[src/rtl/tohost_monitor.sv]
// tohost_monitor
// Watches core data-memory stores for a write to the tohost word. It
// reports pass, fail (with the failing test number) or timeout, and counts
// the cycles and instructions retired while the test is running.
//
// State table
//    state | meaning
//    RUN   | test running; counters advance and stores are watched
//    PASS  | tohost written with 1; terminal until reset
//    FAIL  | tohost written with an odd value other than 1; terminal
//    TMO   | TIMEOUT cycles in RUN without a verdict; terminal
//
// Ports
//    clk            single clock, rising edge
//    rst            synchronous active-low reset
//    wr_en          store strobe, one store per high cycle
//    wr_addr        store byte address
//    wr_be          store byte enables
//    wr_data        store data
//    retire         one instruction retired this cycle
//    done           pass | fail | timeout
//    pass           tohost written with 1
//    fail           tohost written with an odd value other than 1
//    timeout        TIMEOUT reached without a verdict
//    fail_test      wr_data[31:1] of the failing store
//    cycle_count    cycles spent in RUN (saturating)
//    retire_count   instructions retired in RUN (saturating)
//    ignored_count  tohost stores discarded (saturating)
module tohost_monitor #(
   parameter logic [31:0] TOHOST_ADDR = 32'h0000_1000,
   parameter int          TIMEOUT     = 5000
) (
   input  logic        clk,
   input  logic        rst,
   input  logic        wr_en,
   input  logic [31:0] wr_addr,
   input  logic [3:0]  wr_be,
   input  logic [31:0] wr_data,
   input  logic        retire,
   output logic        done,
   output logic        pass,
   output logic        fail,
   output logic        timeout,
   output logic [30:0] fail_test,
   output logic [31:0] cycle_count,
   output logic [31:0] retire_count,
   output logic [7:0]  ignored_count
);

   typedef enum logic [1:0] {
      RUN  = 2'd0,
      PASS = 2'd1,
      FAIL = 2'd2,
      TMO  = 2'd3
   } state_t;

   localparam logic [31:0] TMO_LAST  = 32'(TIMEOUT - 1);
   localparam logic [31:0] WORD_MASK = 32'hFFFF_FFFC;

   state_t      state_q, state_d;
   logic [30:0] fail_test_q, fail_test_d;
   logic [31:0] cycle_q, cycle_d;
   logic [31:0] retire_q, retire_d;
   logic [7:0]  ignored_q, ignored_d;
   logic        pass_q, fail_q, timeout_q, done_q;

   logic hit;
   logic deciding;

   // Address match on the word only; masking keeps every address bit in use.
   assign hit      = wr_en && ((wr_addr & WORD_MASK) == (TOHOST_ADDR & WORD_MASK));
   assign deciding = hit && (wr_be == 4'hF) && wr_data[0];

   always_comb begin
      state_d     = state_q;
      fail_test_d = fail_test_q;
      cycle_d     = cycle_q;
      retire_d    = retire_q;
      ignored_d   = ignored_q;

      if (state_q == RUN) begin
         if (cycle_q != 32'hFFFF_FFFF) cycle_d = cycle_q + 32'd1;
         if (retire && (retire_q != 32'hFFFF_FFFF)) retire_d = retire_q + 32'd1;

         // A deciding store wins over a timeout landing on the same edge.
         if (deciding) begin
            if (wr_data == 32'd1) begin
               state_d = PASS;
            end else begin
               state_d     = FAIL;
               fail_test_d = wr_data[31:1];
            end
         end else begin
            if (hit && (ignored_q != 8'hFF)) ignored_d = ignored_q + 8'd1;
            if (cycle_q == TMO_LAST) state_d = TMO;
         end
      end
   end

   always_ff @(posedge clk) begin
      if (!rst) begin
         state_q     <= RUN;
         fail_test_q <= '0;
         cycle_q     <= '0;
         retire_q    <= '0;
         ignored_q   <= '0;
         pass_q      <= 1'b0;
         fail_q      <= 1'b0;
         timeout_q   <= 1'b0;
         done_q      <= 1'b0;
      end else begin
         state_q     <= state_d;
         fail_test_q <= fail_test_d;
         cycle_q     <= cycle_d;
         retire_q    <= retire_d;
         ignored_q   <= ignored_d;
         pass_q      <= (state_d == PASS);
         fail_q      <= (state_d == FAIL);
         timeout_q   <= (state_d == TMO);
         done_q      <= (state_d != RUN);
      end
   end

   assign done          = done_q;
   assign pass          = pass_q;
   assign fail          = fail_q;
   assign timeout       = timeout_q;
   assign fail_test     = fail_test_q;
   assign cycle_count   = cycle_q;
   assign retire_count  = retire_q;
   assign ignored_count = ignored_q;

endmodule

[config.mk]
export PLATFORM = sky130hd
export DESIGN_NAME = tohost_monitor
export DESIGN_NICKNAME = d
export VERILOG_FILES = /design/src/rtl/tohost_monitor.sv
export SDC_FILE = /design/constraint.sdc
export NUM_CORES = 1
export LEC_CHECK = 0
export ABC_AREA = 1
export BUFFER_PORTS_ARGS = -buffer_cell sky130_fd_sc_hd__buf_2
export CORE_UTILIZATION = 57
export DETAILED_ROUTE_END_ITERATION = 12
export GPL_ROUTABILITY_DRIVEN = 0
export GPL_TIMING_DRIVEN = 0
export PLACE_DENSITY = 0.87
export SETUP_SLACK_MARGIN = 0.15
export SYNTH_ARGS = -nofsm -noshare
export SYNTH_HDL_FRONTEND = slang
export SYNTH_SLANG_ARGS = --single-unit
[constraint.sdc]
create_clock -name clk -period 3.8 [get_ports clk]
set_clock_uncertainty 0.2 [all_clocks]
set_input_delay 0.57 -clock clk [delete_from_list [all_inputs] [get_ports clk]]
set_output_delay 0.57 -clock clk [all_outputs]
set_load 0.05 [all_outputs]
==> out/qor.log <==
INFO  status         run_status=complete, no violations
INFO  power_and_ir_drop power.switching_fraction=23.9%
INFO  grt            grt_first_pass_wirelength=28100µm
INFO  sta            hold_viol_final=0
INFO  route          detail_route.iter0.violations=511
INFO  power_and_ir_drop cellInternalPower=0.00151W
INFO  yosys          synth_sequential_area_ratio=35.4%
INFO  yosys          synth_top_cell_by_area=dfxtp_1
INFO  die            core=10400µm²
INFO  sta            finalWorstSetupSlack=1.53ns
INFO  critical_path  cp_num_buf_inv=3
INFO  power_and_ir_drop power.switching=0.000476W
INFO  die            die_width=106µm
INFO  sta            rsz_0062_raised_after_global_routing=no
INFO  clock_tree     tritoncts=built
INFO  yosys          synth.ff_latch_count=109
INFO  yosys          synth_top_area_share=35.4%
INFO  clock_tree     clock_path_buffers=2
INFO  clock_tree     cts_setup_buffers=0
INFO  route          routed-via-count=6922
INFO  power_and_ir_drop leakagePower=3.23nW
INFO  yosys          synth.distinct_cells=33
INFO  die            pin_count=179
INFO  critical_path  timing_worst_setup_path_type=reg -> reg
INFO  placed_design  detailedPlacementHpwl=13400µm
INFO  yosys          netlist_area=6160µm²
INFO  placed_design  numPortBuffers=175
INFO  critical_path  cpPeakStageDelay=0.47ns
INFO  critical_path  worstPathArrival=2.31ns
INFO  route          drc=0
INFO  grt            grt_antenna_before_repair=0
INFO  clock_tree     clk_transition_reported_paths=0.10ns
INFO  die            die_y=106µm
INFO  clock_tree     cts-buffers-inserted=9
INFO  clock_tree     post_cts_hold_buffer_count=0
INFO  route          post_drt_via_cell_ratio=5.26
INFO  grt            vias_in_the_first_global_route=6070
INFO  critical_path  largest_fanout_of_any_net_on_the_critical_path=10
INFO  die            std_cell_rows=37
INFO  yosys          post_synth.cell_area_avg=6.22µm²
INFO  power_and_ir_drop power.density=269nW/µm²
INFO  clock_tree     clk_latency=0.38ns
INFO  yosys          synth.area.top_cells=dfxtp_1 35%, nand2_1 18%, nor2_1 13%
INFO  final_layout   area_delta_synth_final=19.9%
INFO  sta            fmaxAchievable=441MHz
INFO  grt            grt_remaining_overflow=0
INFO  power_and_ir_drop part_of_the_power_in_the_clock_network=34.8%
INFO  clock_tree     number_of_gates_resized_after_cts=0
INFO  yosys          yosysWarnings=0
INFO  yosys          synth_nets=1066
INFO  grt            grt.total_usage=31.3%
INFO  clock_tree     tritoncts_num_sinks=109
INFO  critical_path  timing.critical_path.required=3.84ns
INFO  sta            slew_headroom=55.3%
INFO  sta            timing.hold.ws=0.242ns
INFO  placed_design  detailedPlace.worstSlack=1.37ns
INFO  sta            setup_viol=0
INFO  critical_path  crit_family=simple AND/OR/NAND/NOR gates
INFO  sta            worst_pin_slew=0.670ns
INFO  grt            grt_max_degree=16
INFO  route          drt_pre_antenna_iters=5
INFO  sta            report.final.slew_viol_count=0
INFO  hold_path      hold_path_class=in -> reg
INFO  route          wl_per_cell=13.0µm
INFO  sta            post-route-period-util=59.7%
INFO  critical_path  setup.worst_path.start_class=flip-flop
INFO  run            max_cap_viol_count=0
INFO  die            floorplan.die_area=11200µm²
INFO  power_and_ir_drop ir_worst_vdd=0.211mV
INFO  final_layout   post_route_cells_drive_above_1_share=20.1%
INFO  yosys          synthCells=991
INFO  critical_path  cp_cell_sequence=ha_1 > nand3_1 > inv_1 > nand2_1 > nor2_2 > nand2_2 > nand2_4 > inv_2 > buf_6 > o21ai_2 > a21oi_1
INFO  final_layout   n_antenna_cell=0
INFO  power_and_ir_drop relative_contribution_of_sequential_cells_to_total_power=57.9%
INFO  final_layout   nNetsFinal=1252
INFO  die            start_util=59.2%
INFO  clock_tree     clockRootBuffer=clkbuf_8
INFO  route          wirelength=17200µm
INFO  sta            timing.setup.tns=0ns
INFO  power_and_ir_drop power.combinational.fraction=7.3%
INFO  critical_path  timing.critical_path.slowest_stage_cell=dfxtp_1
INFO  clock_tree     clock_tree.htree_level_count=3
INFO  route          detail-route-antenna-nets=0
INFO  critical_path  setup.worst_path.end_class=flip-flop
INFO  sta            final_period_minus_worst_setup_slack=2.27ns
cell type report:
type | instances | area, µm²
multi-input combinational | 759 | 3450
fill | 965 | 3030
sequential | 109 | 2180
timing repair buffer | 175 | 876
inverter | 95 | 357
buffer | 28 | 175
tap | 136 | 170
clock buffer | 12 | 145
clock inverter | 2 | 35.0
worst paths after layout:
kind | endpoint | slack (ns) | depth (start not counted) | startpoint
min | fail_test[10]$_SDFFE_PN0P_ | 0.24 | 3 | wr_data[11]
max reg2reg | cycle_count[8]$_SDFFE_PN0P_ | 1.53 | 11 | cycle_count[0]$_SDFFE_PN0P_
max | cycle_count[8]$_SDFFE_PN0P_ | 1.53 | 11 | cycle_count[0]$_SDFFE_PN0P_
min reg2reg | fail_test[9]$_SDFFE_PN0P_ | 0.28 | 2 | fail_test[9]$_SDFFE_PN0P_
kinds of logic (layout without fill, tap and decap cells):
family,Yosys count,in the layout,synth area share (%)
AO/OA/AOI/OAI,114,114,9.83
flip-flops,109,109,35.4
XOR/XNOR,26,26,3.70
adder cells (fa/ha/maj),3,3,0.609
AND/OR/NAND/NOR,616,616,41.8
buffers and inverters,123,312,8.63
metrics by stage:
stage                     total power, W  instance area (µm²)  util, %  std cells
after floorplan                  0.00126                 6160        -        991
after global placement           0.00132                 7210     69.2       1302
after detailed placement         0.00132                 7210     69.2       1302
after CTS                        0.00200                 7390     70.9       1316
after global routing             0.00206                 7390     70.9       1316
final                            0.00199                 7390     70.9       1316
power groups by stage:
stage	logic, W	clock network, W	registers [W]
3_3_place_gp	0.000143	0	0.00118
5_1_grt	0.000162	0.000750	0.00115
3_5_place_dp	0.000145	0	0.00118
6_report	0.000146	0.000693	0.00115
2_1_floorplan	0.0000644	0	0.00120
4_1_cts	0.000146	0.000699	0.00115
registers in the layout, summed over array words and instances (netlist names):
name           count
fail               1
fail_test         31
state_q            2
retire_count      32
cycle_count       32
timeout            1
done               1
ignored_count      8
pass               1
synthesized netlist by cell type:
library cell  count
buf_2             2
nor3_2            4
inv_2            10
nand3b_1         13
nor2_2            5
xnor2_1           7
a21oi_2           5
o21ai_0          44
ha_1              3
a21oi_1          59
nand2_1         299
o21bai_1          1
nor3b_1           1
inv_1            85
nor3_4            2
nand2_4           1
o21ai_1           2
buf_6             6
o21ai_2           1
xor2_1           19
nand2_2           4
nand3_1          44
nor2_4            2
a211oi_2          1
buf_4             6
nand4_1           9
nor3_1           21
dfxtp_1         109
clkbuf_1         14
and2_1            2
nand4_2           1
o21a_1            1
nor2_1          208
worst reg2reg max path: stages, from the launching register on:
cell and delay [ns]:
dfxtp_1 0.47, ha_1 0.26, nand3_1 0.14, inv_1 0.14
nand2_1 0.11, nor2_2 0.19, nand2_2 0.09, nand2_4 0.13
inv_2 0.11, buf_6 0.16, o21ai_2 0.06, a21oi_1 0.08
cells in the final DEF (no fill, tap or decap), types with 6 or more instances in the layout:
cell	count
inv_1	85
nand3_1	44
clkbuf_8	10
nand4_1	9
xnor2_1	7
nand3b_1	13
nand2_1	299
inv_2	10
clkbuf_1	16
buf_4	6
nor2_1	208
a21oi_1	59
o21ai_0	44
buf_2	177
buf_6	6
dfxtp_1	109
xor2_1	19
nor3_1	21
metal layers:
metal	vias to the layer above	share of wire, %	GRT usage, %
met4	0	3.3	13.5
met5	-	0	0
met3	43	7.9	5.40
met2	308	46	52.2
li1	3470	-	-
met1	3101	43	39.8
(Power assumes the default switching activity.)
